### src/rtl/bridge_pkg.sv
// Shared bridge definitions: memory map, requester ids and the RAM arbiter state encoding.
// Address legality for the RAM window lives here so every bridge block applies the same rule.
package bridge_pkg;

    localparam logic [31:0] BIOS_BASE  = 32'h0000_0000;
    localparam logic [31:0] CTRL_BASE  = 32'h0000_8000;
    localparam logic [31:0] SOUND_BASE = 32'h0000_C000;
    localparam logic [31:0] VGA_BASE   = 32'h0010_0000;
    localparam logic [31:0] RAM_BASE   = 32'h0020_0000;

    localparam logic ID_CPU = 1'b0;
    localparam logic ID_VGA = 1'b1;

    typedef enum logic [1:0] {
        ARB_IDLE  = 2'd0,
        ARB_ISSUE = 2'd1,
        ARB_RESP  = 2'd2
    } arb_state_e;

    // Legal RAM access: at or above the window base and word aligned.
    function automatic logic ram_addr_legal(input logic [31:0] addr, input logic [31:0] base);
        return (addr >= base) && (addr[1:0] == 2'b00);
    endfunction

endpackage

### src/rtl/rr_arb2.sv
// Two-input round-robin pick: a lone requester wins, a tie goes to the id that did not win last.
// Purely combinational; the last_grant history is owned by the caller.
module rr_arb2 (
    input  logic [1:0] req,
    input  logic       last_grant,
    output logic       valid,
    output logic       grant
);

    always_comb begin
        valid = |req;
        grant = 1'b0;
        if (req == 2'b11) begin
            grant = ~last_grant;
        end else begin
            grant = req[1];
        end
    end

endmodule

### src/rtl/ram_arbiter.sv
// Shares the RAM socket between the CPU (id 0) and VGA (id 1): one transaction in flight,
// round-robin grant, address-window/alignment rejection and a ram_ready timeout.
//
// Handshake: a requester holds req (with we/addr/wdata stable) until it sees ack, which is a
// single-cycle pulse qualified by err and carrying rdata; the RAM side holds ram_req with stable
// ram_we/ram_addr/ram_wdata until ram_ready, a single-cycle completion.
module ram_arbiter
    import bridge_pkg::*;
#(
    parameter logic [31:0] RAM_BASE = bridge_pkg::RAM_BASE,
    parameter int          TIMEOUT  = 16
) (
    input  logic        clk,
    input  logic        rst,

    input  logic        cpu_req,
    input  logic        cpu_we,
    input  logic [31:0] cpu_addr,
    input  logic [31:0] cpu_wdata,
    output logic [31:0] cpu_rdata,
    output logic        cpu_ack,
    output logic        cpu_err,

    input  logic        vga_req,
    input  logic        vga_we,
    input  logic [31:0] vga_addr,
    input  logic [31:0] vga_wdata,
    output logic [31:0] vga_rdata,
    output logic        vga_ack,
    output logic        vga_err,

    output logic        ram_req,
    output logic        ram_we,
    output logic [31:0] ram_addr,
    output logic [31:0] ram_wdata,
    input  logic [31:0] ram_rdata,
    input  logic        ram_ready,

    output logic        busy,
    output logic        grant_id,
    output arb_state_e  dbg_state
);

    localparam int CW = (TIMEOUT > 1) ? $clog2(TIMEOUT) : 1;
    localparam logic [CW-1:0] CNT_LAST = CW'(TIMEOUT - 1);

    arb_state_e    state;
    logic          last_grant;
    logic          cur_id;
    logic          lat_we;
    logic [31:0]   lat_addr;
    logic [31:0]   lat_wdata;
    logic [CW-1:0] cnt;

    logic          arb_valid;
    logic          arb_id;
    logic          sel_we;
    logic [31:0]   sel_addr;
    logic [31:0]   sel_wdata;

    logic          fire;
    logic          fire_id;
    logic          fire_err;
    logic [31:0]   fire_data;

    rr_arb2 u_rr_arb2 (
        .req        ({vga_req, cpu_req}),
        .last_grant (last_grant),
        .valid      (arb_valid),
        .grant      (arb_id)
    );

    always_comb begin
        sel_we    = (arb_id == ID_VGA) ? vga_we    : cpu_we;
        sel_addr  = (arb_id == ID_VGA) ? vga_addr  : cpu_addr;
        sel_wdata = (arb_id == ID_VGA) ? vga_wdata : cpu_wdata;
    end

    // Completion event for this cycle; a rejected address completes straight from IDLE.
    always_comb begin
        fire      = 1'b0;
        fire_id   = cur_id;
        fire_err  = 1'b0;
        fire_data = 32'h0;
        case (state)
            ARB_IDLE: begin
                if (arb_valid && !ram_addr_legal(sel_addr, RAM_BASE)) begin
                    fire     = 1'b1;
                    fire_id  = arb_id;
                    fire_err = 1'b1;
                end
            end
            ARB_ISSUE: begin
                if (ram_ready) begin
                    fire      = 1'b1;
                    fire_data = lat_we ? 32'h0 : ram_rdata;
                end else if (cnt == CNT_LAST) begin
                    fire     = 1'b1;
                    fire_err = 1'b1;
                end
            end
            default: begin
                fire = 1'b0;
            end
        endcase
    end

    always_ff @(posedge clk or posedge rst) begin
        if (rst) begin
            state      <= ARB_IDLE;
            last_grant <= ID_VGA;
            grant_id   <= 1'b0;
            cur_id     <= 1'b0;
            lat_we     <= 1'b0;
            lat_addr   <= 32'h0;
            lat_wdata  <= 32'h0;
            cnt        <= '0;
            cpu_ack    <= 1'b0;
            cpu_err    <= 1'b0;
            cpu_rdata  <= 32'h0;
            vga_ack    <= 1'b0;
            vga_err    <= 1'b0;
            vga_rdata  <= 32'h0;
        end else begin
            cpu_ack <= 1'b0;
            vga_ack <= 1'b0;

            case (state)
                ARB_IDLE: begin
                    if (arb_valid) begin
                        cur_id     <= arb_id;
                        last_grant <= arb_id;
                        grant_id   <= arb_id;
                        lat_we     <= sel_we;
                        lat_addr   <= sel_addr;
                        lat_wdata  <= sel_wdata;
                        cnt        <= '0;
                        state      <= fire ? ARB_RESP : ARB_ISSUE;
                    end
                end
                ARB_ISSUE: begin
                    if (fire) begin
                        state <= ARB_RESP;
                    end else begin
                        cnt <= cnt + 1'b1;
                    end
                end
                ARB_RESP: begin
                    cnt   <= '0;
                    state <= ARB_IDLE;
                end
                default: begin
                    state <= ARB_IDLE;
                end
            endcase

            if (fire) begin
                if (fire_id == ID_VGA) begin
                    vga_ack   <= 1'b1;
                    vga_err   <= fire_err;
                    vga_rdata <= fire_data;
                end else begin
                    cpu_ack   <= 1'b1;
                    cpu_err   <= fire_err;
                    cpu_rdata <= fire_data;
                end
            end
        end
    end

    assign ram_req   = (state == ARB_ISSUE);
    assign ram_we    = lat_we;
    assign ram_addr  = lat_addr;
    assign ram_wdata = lat_wdata;
    assign busy      = (state != ARB_IDLE);
    assign dbg_state = state;

endmodule

### config.mk
export PLATFORM = sky130hd
export DESIGN_NAME = ram_arbiter
export DESIGN_NICKNAME = d
export VERILOG_FILES = /design/src/rtl/bridge_pkg.sv /design/src/rtl/rr_arb2.sv /design/src/rtl/ram_arbiter.sv
export SDC_FILE = /design/constraint.sdc
export NUM_CORES = 1
export LEC_CHECK = 0
export CAP_MARGIN = 20
export CORE_AREA = 2 2 107 213
export CTS_CLUSTER_DIAMETER = 30
export CTS_CLUSTER_SIZE = 24
export DETAILED_ROUTE_END_ITERATION = 8
export DIE_AREA = 0 0 109 215
export GPL_TIMING_DRIVEN = 0
export PLACE_DENSITY = 0.62
export SETUP_SLACK_MARGIN = 0.4
export SYNTH_ARGS = -nofsm -noshare
export SYNTH_HDL_FRONTEND = slang
export SYNTH_SLANG_ARGS = --single-unit
export TNS_END_PERCENT = 1
### constraint.sdc
create_clock -name clk -period 6.6 [get_ports clk]
set_input_delay 1.98 -clock clk [delete_from_list [all_inputs] [get_ports clk]]
set_output_delay 1.98 -clock clk [all_outputs]
set_load 0.005 [all_outputs]
Yosys cells after proc, flatten, opt, wreduce, memory -nomap -nowiden
Cells that the tools add are included.
Storage, ports and cells
  bits of input ports: 167
  output and inout port bits: 138
  flip-flop bits (word level): 141
Operators by class
  equality and inequality tests: 7
  reductions and logical operators: 13
  add/sub/neg operators: 1
  bitwise operators: 2
  order comparisons: 1
  multiplexer cells: 26
Operator list (count)
  $mux 32: 5
  $ge 32x22->1 const B: 1
  $mux 1: 12
  $pmux 4 s3: 1
  $mux 4: 2
  $reduce_and 2->1: 4
  $mux 2: 3
  $add 4x1->4 const B: 1
  $eq 2x2->1 const B: 2
  $eq 4x4->1 const B: 1
  $logic_not 2->1: 2
  $ne 2x2->1 const B: 2
  $pmux 1 s2: 2
  $pmux 2 s2: 1
  $reduce_and 3->1: 1
  $reduce_bool 3->1: 1
  $eq 2x1->1 const B: 1
  $logic_and 1x1->1: 2
  $ne 2x1->1 const B: 1
  $not 1->1: 2
  $reduce_bool 2->1: 1
  $reduce_or 2->1: 1
  $logic_not 1->1: 1

Depth between registers and ports, before layout
Gate-level depths: netlist (run 1).
  word-level depth: 12
  gate-level depth with buffers: 7
  mapped depth without buffers: 5

Cells and area by module
A second synthesis (run 1) with hierarchy kept.
Unflattened totals
  cells, all modules: 538
  area total of the unflattened synthesis: 6262.3 µm²
Modules (own cells, without submodules)
  ram_arbiter: sequential area each 3529.6 µm², area each 6248.5 µm², cells each 536, times used 1
  rr_arb2: sequential area each 0.0 µm², area each 13.8 µm², cells each 2, times used 1

Worst setup path before layout (run 1)
Ideal clock, no wire load.
  path kind: input port to flip-flop
  start point: input vga_addr[28]
  end point: register vga_rdata[22]
  library setup time: 0.134 ns
  path slack: 3.299 ns
  stages: 5
  path buffers: 1
  data arrival time: 3.168 ns
  cell sequence: nor4_1 -> nand3_1 -> a22oi_1 -> clkbuf_1 -> o21ai_0
On the way
  cells in the longest elaborated chain, start to end: 8
RTL lines
  start: declaration: line ram_arbiter.sv:26  | input logic [31:0] vga_addr,
  $mux 32 *: line ram_arbiter.sv:75  | sel_addr = (arb_id == ID_VGA) ? vga_addr : cpu_addr;
  $ge 32x22->1 *: line bridge_pkg.sv:22  | return (addr >= base) && (addr[1:0] == 2'b00);
  $logic_and 1x1->1 *: line bridge_pkg.sv:22
  $logic_not 1->1 *: line ram_arbiter.sv:87  | if (arb_valid && !ram_addr_legal(sel_addr, RAM_BASE)) begin
  $logic_and 1x1->1 *: line ram_arbiter.sv:87
  $mux 1: line ram_arbiter.sv:87
  $pmux 1 s2 or $mux 1 (tied branches): line ram_arbiter.sv:85  | case (state)
  $reduce_and 2->1 (no source line) *
  end signal: assignment: line ram_arbiter.sv:161  | vga_rdata <= fire_data;
  end: declaration: line ram_arbiter.sv:28  | output logic [31:0] vga_rdata,
Every way passes the cells marked *; elsewhere a longest branch is shown, timed or not.
A chain may end at the register's enable or synchronous reset.

Final worst setup path (run 1)
  start point: input vga_req
  end point: register lat_addr[31] (netlist: ram_addr[31])
On the way
  cells in the longest elaborated chain, start to end: 3
RTL lines
  start: declaration: line ram_arbiter.sv:24  | input logic vga_req,
  $eq 2x2->1: line rr_arb2.sv:13  | if (req == 2'b11) begin
  $mux 1: line rr_arb2.sv:13
  $mux 32: line ram_arbiter.sv:75
  end signal: assignment: line ram_arbiter.sv:135  | lat_addr <= sel_addr;
  end: declaration: line ram_arbiter.sv:51  | logic [31:0] lat_addr;
Several ways; a longest one is shown, not always the timed one.

==> flow_results.xml, run 1 <==
<?xml version="1.0" encoding="UTF-8"?>
<metrics>
  <group name="power">
    <metric name="vdd_drop_max" unit="mV">0.189</metric>
    <metric name="pwr_density_cell" unit="nW/um^2">382</metric>
    <metric name="design_power_total" unit="mW">4.00</metric>
    <metric name="p_leak" unit="nW">4.21</metric>
  </group>
  <group name="sta">
    <metric name="final_hold_violation_count" unit="">0</metric>
    <metric name="skew" unit="ns">0.0144</metric>
    <metric name="fin_crit_sh" unit="%">65.8</metric>
    <metric name="final_count_of_negative_setup_slack_endpoints" unit="">0</metric>
    <metric name="rsz0062_at_grt" unit="">no</metric>
    <metric name="clock.fmax" unit="MHz">230</metric>
    <metric name="slew_viol_final" unit="">0</metric>
    <metric name="finalWorstPathRequiredPeriod" unit="ns">4.34</metric>
    <metric name="setup_tns" unit="ns">0</metric>
    <metric name="worst_slew_margin_rel" unit="%">33.6</metric>
    <metric name="timing_worst_slew_pin_value" unit="ns">0.988</metric>
    <metric name="setup_ws" unit="ns">2.26</metric>
    <metric name="worst_hold_slack_across_all_endpoints" unit="ns">0.518</metric>
  </group>
  <group name="drt">
    <metric name="detail_route.iter0.violations" unit="">294</metric>
    <metric name="post_drt_wl_per_cell" unit="um">18.1</metric>
    <metric name="drtPass1Iterations" unit="">5</metric>
    <metric name="vias_per_cell" unit="">4.99</metric>
    <metric name="detail-route-antenna-nets" unit="">0</metric>
    <metric name="num_vias" unit="">6322</metric>
    <metric name="drc_errors" unit="">0</metric>
    <metric name="finalWirelength" unit="um">22900</metric>
  </group>
  <group name="clock_network">
    <metric name="ctsHoldBuffers" unit="">0</metric>
    <metric name="cts_made_buffers" unit="">17</metric>
    <metric name="numClockSinks" unit="">141</metric>
    <metric name="insertion_delay" unit="ns">0.43</metric>
    <metric name="cts_tree" unit="">done</metric>
    <metric name="cts.repair.resized" unit="">0</metric>
    <metric name="clock_tree.root_cell" unit="">sky130_fd_sc_hd__clkbuf_16</metric>
    <metric name="clk_pin_slew_worst_paths" unit="ns">0.06</metric>
    <metric name="htree_levels" unit="">4</metric>
    <metric name="ctsLongestPathBuffers" unit="">2</metric>
    <metric name="post-cts-setup-buffer-count" unit="">0</metric>
  </group>
  <group name="floorplan">
    <metric name="start_util" unit="%">29.6</metric>
    <metric name="core" unit="um^2">21900</metric>
    <metric name="dieArea" unit="um^2">23400</metric>
    <metric name="die_w" unit="um">109</metric>
    <metric name="num_rows" unit="">77</metric>
    <metric name="chipHeight" unit="um">215</metric>
    <metric name="io-pin-count" unit="">305</metric>
  </group>
  <group name="synthesis">
    <metric name="postSynth.topFlopCell" unit="">sky130_fd_sc_hd__dfrtp_1</metric>
    <metric name="synth_cells" unit="">653</metric>
    <metric name="synthesis.yosys.warnings" unit="">0</metric>
    <metric name="synth_area" unit="um^2">6480</metric>
    <metric name="post_synth.cell_area_avg" unit="um^2">9.93</metric>
    <metric name="synth.ff_latch_count" unit="">141</metric>
    <metric name="synthesis.nets" unit="">821</metric>
    <metric name="yosys.cell_types.count" unit="">41</metric>
    <metric name="synth-seq-area-share" unit="%">54.4</metric>
    <metric name="postSynth.asyncResetShare" unit="%">100</metric>
    <metric name="number_of_flops_mapped_to_enable_cells_by_yosys" unit="">0</metric>
  </group>
  <group name="layout">
    <metric name="final_core_utilization" unit="%">47.9</metric>
    <metric name="final_layout_size_suffix_gt1_share" unit="%">6.26</metric>
    <metric name="area_growth_syn_to_layout" unit="%">61.4</metric>
    <metric name="antenna_cells" unit="">0</metric>
    <metric name="mostFrequentLayoutCell" unit="">sky130_fd_sc_hd__clkdlybuf4s50_1</metric>
    <metric name="post_layout_nonfiller_instances" unit="">1266</metric>
    <metric name="finish.instance_area" unit="um^2">10500</metric>
    <metric name="layout.nets" unit="">1145</metric>
    <metric name="mostFrequentLayoutCells" unit="">sky130_fd_sc_hd__clkdlybuf4s50_1 (304), sky130_fd_sc_hd__dfrtp_1 (140), sky130_fd_sc_hd__nand2_1 (73)</metric>
  </group>
  <group name="global_routing">
    <metric name="global_route.usage.total" unit="%">19.6</metric>
    <metric name="first_global_vias" unit="">6563</metric>
    <metric name="grt_start_max_net_pins" unit="">89</metric>
    <metric name="remaining_global_route_overflow" unit="">0</metric>
    <metric name="first_pass_grt_wire_length" unit="um">35400</metric>
    <metric name="grt_antenna_before_repair" unit="">0</metric>
  </group>
  <group name="critical_path">
    <metric name="worst-setup-path-type" unit="">in2reg</metric>
    <metric name="cp.required" unit="ns">6.87</metric>
    <metric name="crit_path_cell_trace" unit="">clkdlybuf4s50_1, nor2_1, nor3_1, clkbuf_1, clkbuf_1, a21oi_1</metric>
    <metric name="critical-path-top-cell-by-count" unit="">sky130_fd_sc_hd__clkbuf_1</metric>
    <metric name="critical_path.startpoint_type" unit="">input pin</metric>
    <metric name="timing.critical_path.slowest_stage_cell" unit="">sky130_fd_sc_hd__nor3_1</metric>
    <metric name="cp_max_fo" unit="">10</metric>
    <metric name="crit_arrival" unit="ns">4.62</metric>
    <metric name="r2r_slack" unit="ns">3.88</metric>
    <metric name="cpPeakStageDelay" unit="ns">0.76</metric>
    <metric name="setup.worst_path.end_class" unit="">flip-flop</metric>
  </group>
  <group name="status">
    <metric name="result_of_the_run" unit="">finished, final reports clean</metric>
  </group>
  <group name="placed_design">
    <metric name="placedInstanceArea" unit="um^2">9900</metric>
    <metric name="numPlacedInstances" unit="">1234</metric>
    <metric name="dp_hpwl" unit="um">16900</metric>
    <metric name="gp_routability_congestion" unit="">0.818</metric>
    <metric name="pre_cts_ws" unit="ns">1.71</metric>
    <metric name="port-buffer-count" unit="">304</metric>
  </group>
  <group name="run">
    <metric name="max_cap_viol_count" unit="">0</metric>
  </group>
  <group name="worst_hold_path">
    <metric name="hp-class" unit="">reg2reg</metric>
  </group>
</metrics>
## sequential cells by signal (all words and copies together) (netlist names)
register and cells:
vga_rdata 32, cpu_ack 1, cpu_err 1, cnt 4, vga_err 1, ram_wdata 32
ram_addr 32, ram_we 1, last_grant 1, dbg_state 2, cur_id 1, cpu_rdata 32
vga_ack 1
## routing by layer
| metal | share of wire, % | vias up | global-route usage [%] |
|---|---|---|---|
| met4 | 1.4 | 0 | 6.20 |
| li1 | - | 2981 | - |
| met5 | 0 | - | 0 |
| met2 | 47 | 263 | 31.3 |
| met3 | 9.3 | 18 | 6.28 |
| met1 | 42 | 3060 | 25.0 |
## where the power goes
part	internal (mW)	switching, mW	total [mW]
sequential	1.19	0.218	1.41
clock	0.529	0.391	0.920
combinational	0.916	0.750	1.67
total	2.64	1.36	4.00
## synth_stat cells, types with 2 or more instances
cell type                   number  area, um^2
sky130_fd_sc_hd__a32oi_1        32         280
sky130_fd_sc_hd__buf_6           3        33.8
sky130_fd_sc_hd__nor2_1         71         267
sky130_fd_sc_hd__clkbuf_1       31         116
sky130_fd_sc_hd__a22o_1          2        17.5
sky130_fd_sc_hd__nor4_1          4        25.0
sky130_fd_sc_hd__o21ai_1        12        60.1
sky130_fd_sc_hd__inv_1           4        15.0
sky130_fd_sc_hd__o31ai_1         2        15.0
sky130_fd_sc_hd__buf_4           3        22.5
sky130_fd_sc_hd__buf_2          14        70.1
sky130_fd_sc_hd__nor3b_1         2        15.0
sky130_fd_sc_hd__a2bb2oi_1       2        17.5
sky130_fd_sc_hd__mux2i_1        65         651
sky130_fd_sc_hd__nand2_1        73         274
sky130_fd_sc_hd__nand2b_1        2        12.5
sky130_fd_sc_hd__nor3_1          5        25.0
sky130_fd_sc_hd__dfrtp_1       140        3500
sky130_fd_sc_hd__and2_1          2        12.5
sky130_fd_sc_hd__or3b_2          2        17.5
sky130_fd_sc_hd__a21oi_1        66         330
sky130_fd_sc_hd__o21ai_0        59         295
sky130_fd_sc_hd__nand3_1        39         195
## worst paths after layout
path | depth (start not counted) | startpoint | endpoint
max | 6 | vga_req | ram_addr[31]
min | 2 | cpu_rdata[23] | cpu_rdata[23]
max reg2reg | 5 | dbg_state[1] | ram_addr[31]
min reg2reg | 2 | cpu_rdata[23] | cpu_rdata[23]
max in group asynchronous | 3 | rst | last_grant
min in group asynchronous | 2 | rst | ram_addr[30]
## cell families after synthesis
kind of cell	after synthesis	share of synthesized area (%)
simple gates	205	13.6
compound gates	185	17.7
flops	141	54.4
mux	65	10.0
buf+inv	56	4.03
fa+ha+maj	1	0.193
## critical path: cells and delay by family
kind | cells | cell delay [ns]
and+or+nand+nor | 2 | 0.85
AOI/OAI and AO/OA | 1 | 0.14
buffers and inverters | 3 | 1.64
## final cells by class
class                           count  area, um^2
Clock buffer                       19         443
Tap cell                          276         345
Fill cell                        2094       11400
Sequential cell                   141        3530
Timing Repair Buffer              305        3070
Multi-Input combinational cell    456        2690
Buffer                             51         243
Inverter                            5        23.8
Clock inverter                     13         119
Power figures use the tool's default switching activity.
==> inputs of run 2 (changes only) <==
clock period = 4 ns   (was 6.6 ns; I/O delays follow)
==> flow_results.xml, run 2 (synthesis results as in run 1) <==
<?xml version="1.0" encoding="UTF-8"?>
<metrics>
  <group name="clock_network">
    <metric name="cts_made_buffers" unit="">17</metric>
    <metric name="clock_tree.root_cell" unit="">sky130_fd_sc_hd__clkbuf_16</metric>
    <metric name="numClockSinks" unit="">141</metric>
    <metric name="ctsHoldBuffers" unit="">0</metric>
    <metric name="htree_levels" unit="">4</metric>
    <metric name="insertion_delay" unit="ns">0.42</metric>
    <metric name="ctsLongestPathBuffers" unit="">2</metric>
    <metric name="clk_pin_slew_worst_paths" unit="ns">0.06</metric>
    <metric name="cts_tree" unit="">done</metric>
  </group>
  <group name="critical_path">
    <metric name="worst-setup-path-type" unit="">in2reg</metric>
    <metric name="worstReg2RegStart" unit="">cnt[0]</metric>
    <metric name="crit_arrival" unit="ns">3.54</metric>
    <metric name="crit-reg2reg-capture" unit="">vga_rdata[31]</metric>
    <metric name="setup.worst_path.end_class" unit="">flip-flop</metric>
    <metric name="cp.required" unit="ns">4.27</metric>
    <metric name="critical_path.startpoint_type" unit="">input pin</metric>
    <metric name="cp_max_fo" unit="">10</metric>
    <metric name="timing.reg2reg.worst_path_depth" unit="">6</metric>
    <metric name="r2r_slack" unit="ns">1.55</metric>
  </group>
  <group name="worst_hold_path">
    <metric name="worstHoldStart" unit="">cpu_rdata[31]</metric>
    <metric name="hp-class" unit="">reg2reg</metric>
    <metric name="hold_path_end" unit="">cpu_rdata[31]</metric>
    <metric name="worst_hold_path.num_cells" unit="">2</metric>
  </group>
  <group name="layout">
    <metric name="layout.nets" unit="">1147</metric>
    <metric name="final_layout_size_suffix_gt1_share" unit="%">6.75</metric>
    <metric name="finish.instance_area" unit="um^2">10500</metric>
    <metric name="mostFrequentLayoutCell" unit="">sky130_fd_sc_hd__clkdlybuf4s50_1</metric>
    <metric name="n_fill_cell" unit="">2071</metric>
    <metric name="antenna_cells" unit="">0</metric>
    <metric name="mostFrequentLayoutCells" unit="">sky130_fd_sc_hd__clkdlybuf4s50_1 (304), sky130_fd_sc_hd__dfrtp_1 (140), sky130_fd_sc_hd__nand2_1 (73)</metric>
    <metric name="area_growth_syn_to_layout" unit="%">62.2</metric>
    <metric name="final_core_utilization" unit="%">48.1</metric>
  </group>
  <group name="drt">
    <metric name="finalWirelength" unit="um">22700</metric>
    <metric name="detail-route-antenna-nets" unit="">0</metric>
    <metric name="vias_per_cell" unit="">4.96</metric>
    <metric name="detail_route.iter0.violations" unit="">311</metric>
    <metric name="drc_errors" unit="">0</metric>
    <metric name="num_vias" unit="">6286</metric>
    <metric name="drtPass1Iterations" unit="">5</metric>
    <metric name="post_drt_wl_per_cell" unit="um">17.9</metric>
  </group>
  <group name="sta">
    <metric name="clock.fmax" unit="MHz">305</metric>
    <metric name="skew" unit="ns">0.0106</metric>
    <metric name="slew_viol_final" unit="">0</metric>
    <metric name="final_hold_violation_count" unit="">0</metric>
    <metric name="timing_worst_slew_pin_value" unit="ns">0.764</metric>
    <metric name="final_count_of_negative_setup_slack_endpoints" unit="">0</metric>
    <metric name="rsz0062_at_grt" unit="">no</metric>
    <metric name="worst_slew_margin_rel" unit="%">49.0</metric>
    <metric name="finalWorstPathRequiredPeriod" unit="ns">3.27</metric>
    <metric name="fin_crit_sh" unit="%">81.8</metric>
  </group>
  <group name="floorplan">
    <metric name="start_util" unit="%">29.6</metric>
    <metric name="num_rows" unit="">77</metric>
    <metric name="core" unit="um^2">21900</metric>
    <metric name="dieArea" unit="um^2">23400</metric>
    <metric name="chipHeight" unit="um">215</metric>
    <metric name="io-pin-count" unit="">305</metric>
    <metric name="die_w" unit="um">109</metric>
  </group>
  <group name="run">
    <metric name="max_cap_viol_count" unit="">0</metric>
  </group>
  <group name="status">
    <metric name="result_of_the_run" unit="">finished, final reports clean</metric>
  </group>
  <group name="global_routing">
    <metric name="global_route.usage.total" unit="%">19.4</metric>
    <metric name="remaining_global_route_overflow" unit="">0</metric>
    <metric name="first_global_vias" unit="">6410</metric>
    <metric name="first_pass_grt_wire_length" unit="um">35300</metric>
    <metric name="grt_antenna_before_repair" unit="">0</metric>
    <metric name="grt_start_max_net_pins" unit="">41</metric>
  </group>
  <group name="placed_design">
    <metric name="placedInstanceArea" unit="um^2">9940</metric>
    <metric name="dp_hpwl" unit="um">17200</metric>
    <metric name="gp_routability_congestion" unit="">0.805</metric>
    <metric name="port-buffer-count" unit="">304</metric>
  </group>
  <group name="power">
    <metric name="pwr_density_cell" unit="nW/um^2">629</metric>
    <metric name="vdd_drop_max" unit="mV">0.287</metric>
    <metric name="p_leak" unit="nW">4.23</metric>
  </group>
</metrics>
run 2: changes by cell type in the layout (fill, tap and decap cells not counted):
cell	delta
sky130_fd_sc_hd__a22oi_1	-1
sky130_fd_sc_hd__clkinvlp_4	-1
sky130_fd_sc_hd__a22oi_2	+1
sky130_fd_sc_hd__clkinv_2	+1
sky130_fd_sc_hd__clkinv_4	+1
sky130_fd_sc_hd__buf_12	+3
sky130_fd_sc_hd__clkbuf_1	-1
sky130_fd_sc_hd__buf_16	-1
sky130_fd_sc_hd__nor3_1	-1
sky130_fd_sc_hd__inv_6	-1
sky130_fd_sc_hd__clkbuf_8	+1
sky130_fd_sc_hd__nor3_2	+1
run 2: stage by stage:
| stage | setup slack (ns) | power, mW | cells | hold slack [ns] | setup TNS, ns |
|---|---|---|---|---|---|
| after detailed placement | -0.0658 | 5.14 | 1236 | 0.513 | -0.458 |
| final | 0.726 | 6.61 | 1268 | 0.517 | 0 |
| after CTS | 0.534 | 6.70 | 1268 | 0.521 | 0 |
| after global routing | 0.546 | 7.05 | 1268 | 0.545 | 0 |
| after global placement | -0.296 | 5.08 | 1233 | 0.500 | -39.22 |
| after floorplan | 1.04 | 3.40 | 653 | 0.476 | 0 |
run 2: cell type report:
type / instances / area [um^2] / area share, %
Sequential cell: 141 / 3530 / 33.6
Tap cell: 276 / 345 / 3.28
Buffer: 51 / 243 / 2.31
Timing Repair Buffer: 307 / 3100 / 29.5
Multi-Input combinational cell: 456 / 2700 / 25.7
Clock buffer: 19 / 453 / 4.31
Clock inverter: 13 / 118 / 1.12
Inverter: 5 / 22.5 / 0.214
run 2: timing repair:
| item | CTS | global route |
|---|---|---|
| buffers inserted | 0 | 0 |
| gates resized for setup | 1 | 1 |
| pin swaps | 0 | 0 |
| endpoints found under the setup margin | 3 | 19 |
run 2: report_power, final:
part / internal (mW) / total (mW) / leakage (nW) / switching [mW]
clock: 0.890 / 1.52 / 0.279 / 0.629
sequential: 1.97 / 2.33 / 1.75 / 0.361
combinational: 1.52 / 2.76 / 2.21 / 1.25
total: 4.37 / 6.61 / 4.23 / 2.24
run 2: how the worst max path moves through the flow:
stage,start,end,slack [ns]
floorplan,rst,cnt[0],1.04
global placement,rst,cpu_rdata[23],-0.30
detailed placement,vga_req,ram_addr[19],-0.07
CTS,vga_addr[29],vga_rdata[29],0.53
global route,vga_req,ram_addr[19],0.55
finish,vga_req,ram_addr[19],0.73
run 2: per-layer routing:
metal | part of all wire (%) | wire length (um) | track usage, % | up-vias
met5 | 0 | 0 | 0 | -
met4 | 1.3 | 296 | 5.60 | 0
met3 | 8.3 | 1880 | 5.70 | 19
met2 | 48 | 10800 | 31.2 | 265
met1 | 43 | 9670 | 25.2 | 3022
li1 | - | - | - | 2980
run 2: worst max-delay path, cell delays in order:
cell,delay (ns)
sky130_fd_sc_hd__clkdlybuf4s50_1,0.58
sky130_fd_sc_hd__nor2_1,0.10
sky130_fd_sc_hd__nor3_2,0.46
sky130_fd_sc_hd__clkbuf_1,0.58
sky130_fd_sc_hd__clkbuf_1,0.48
sky130_fd_sc_hd__a21oi_1,0.14
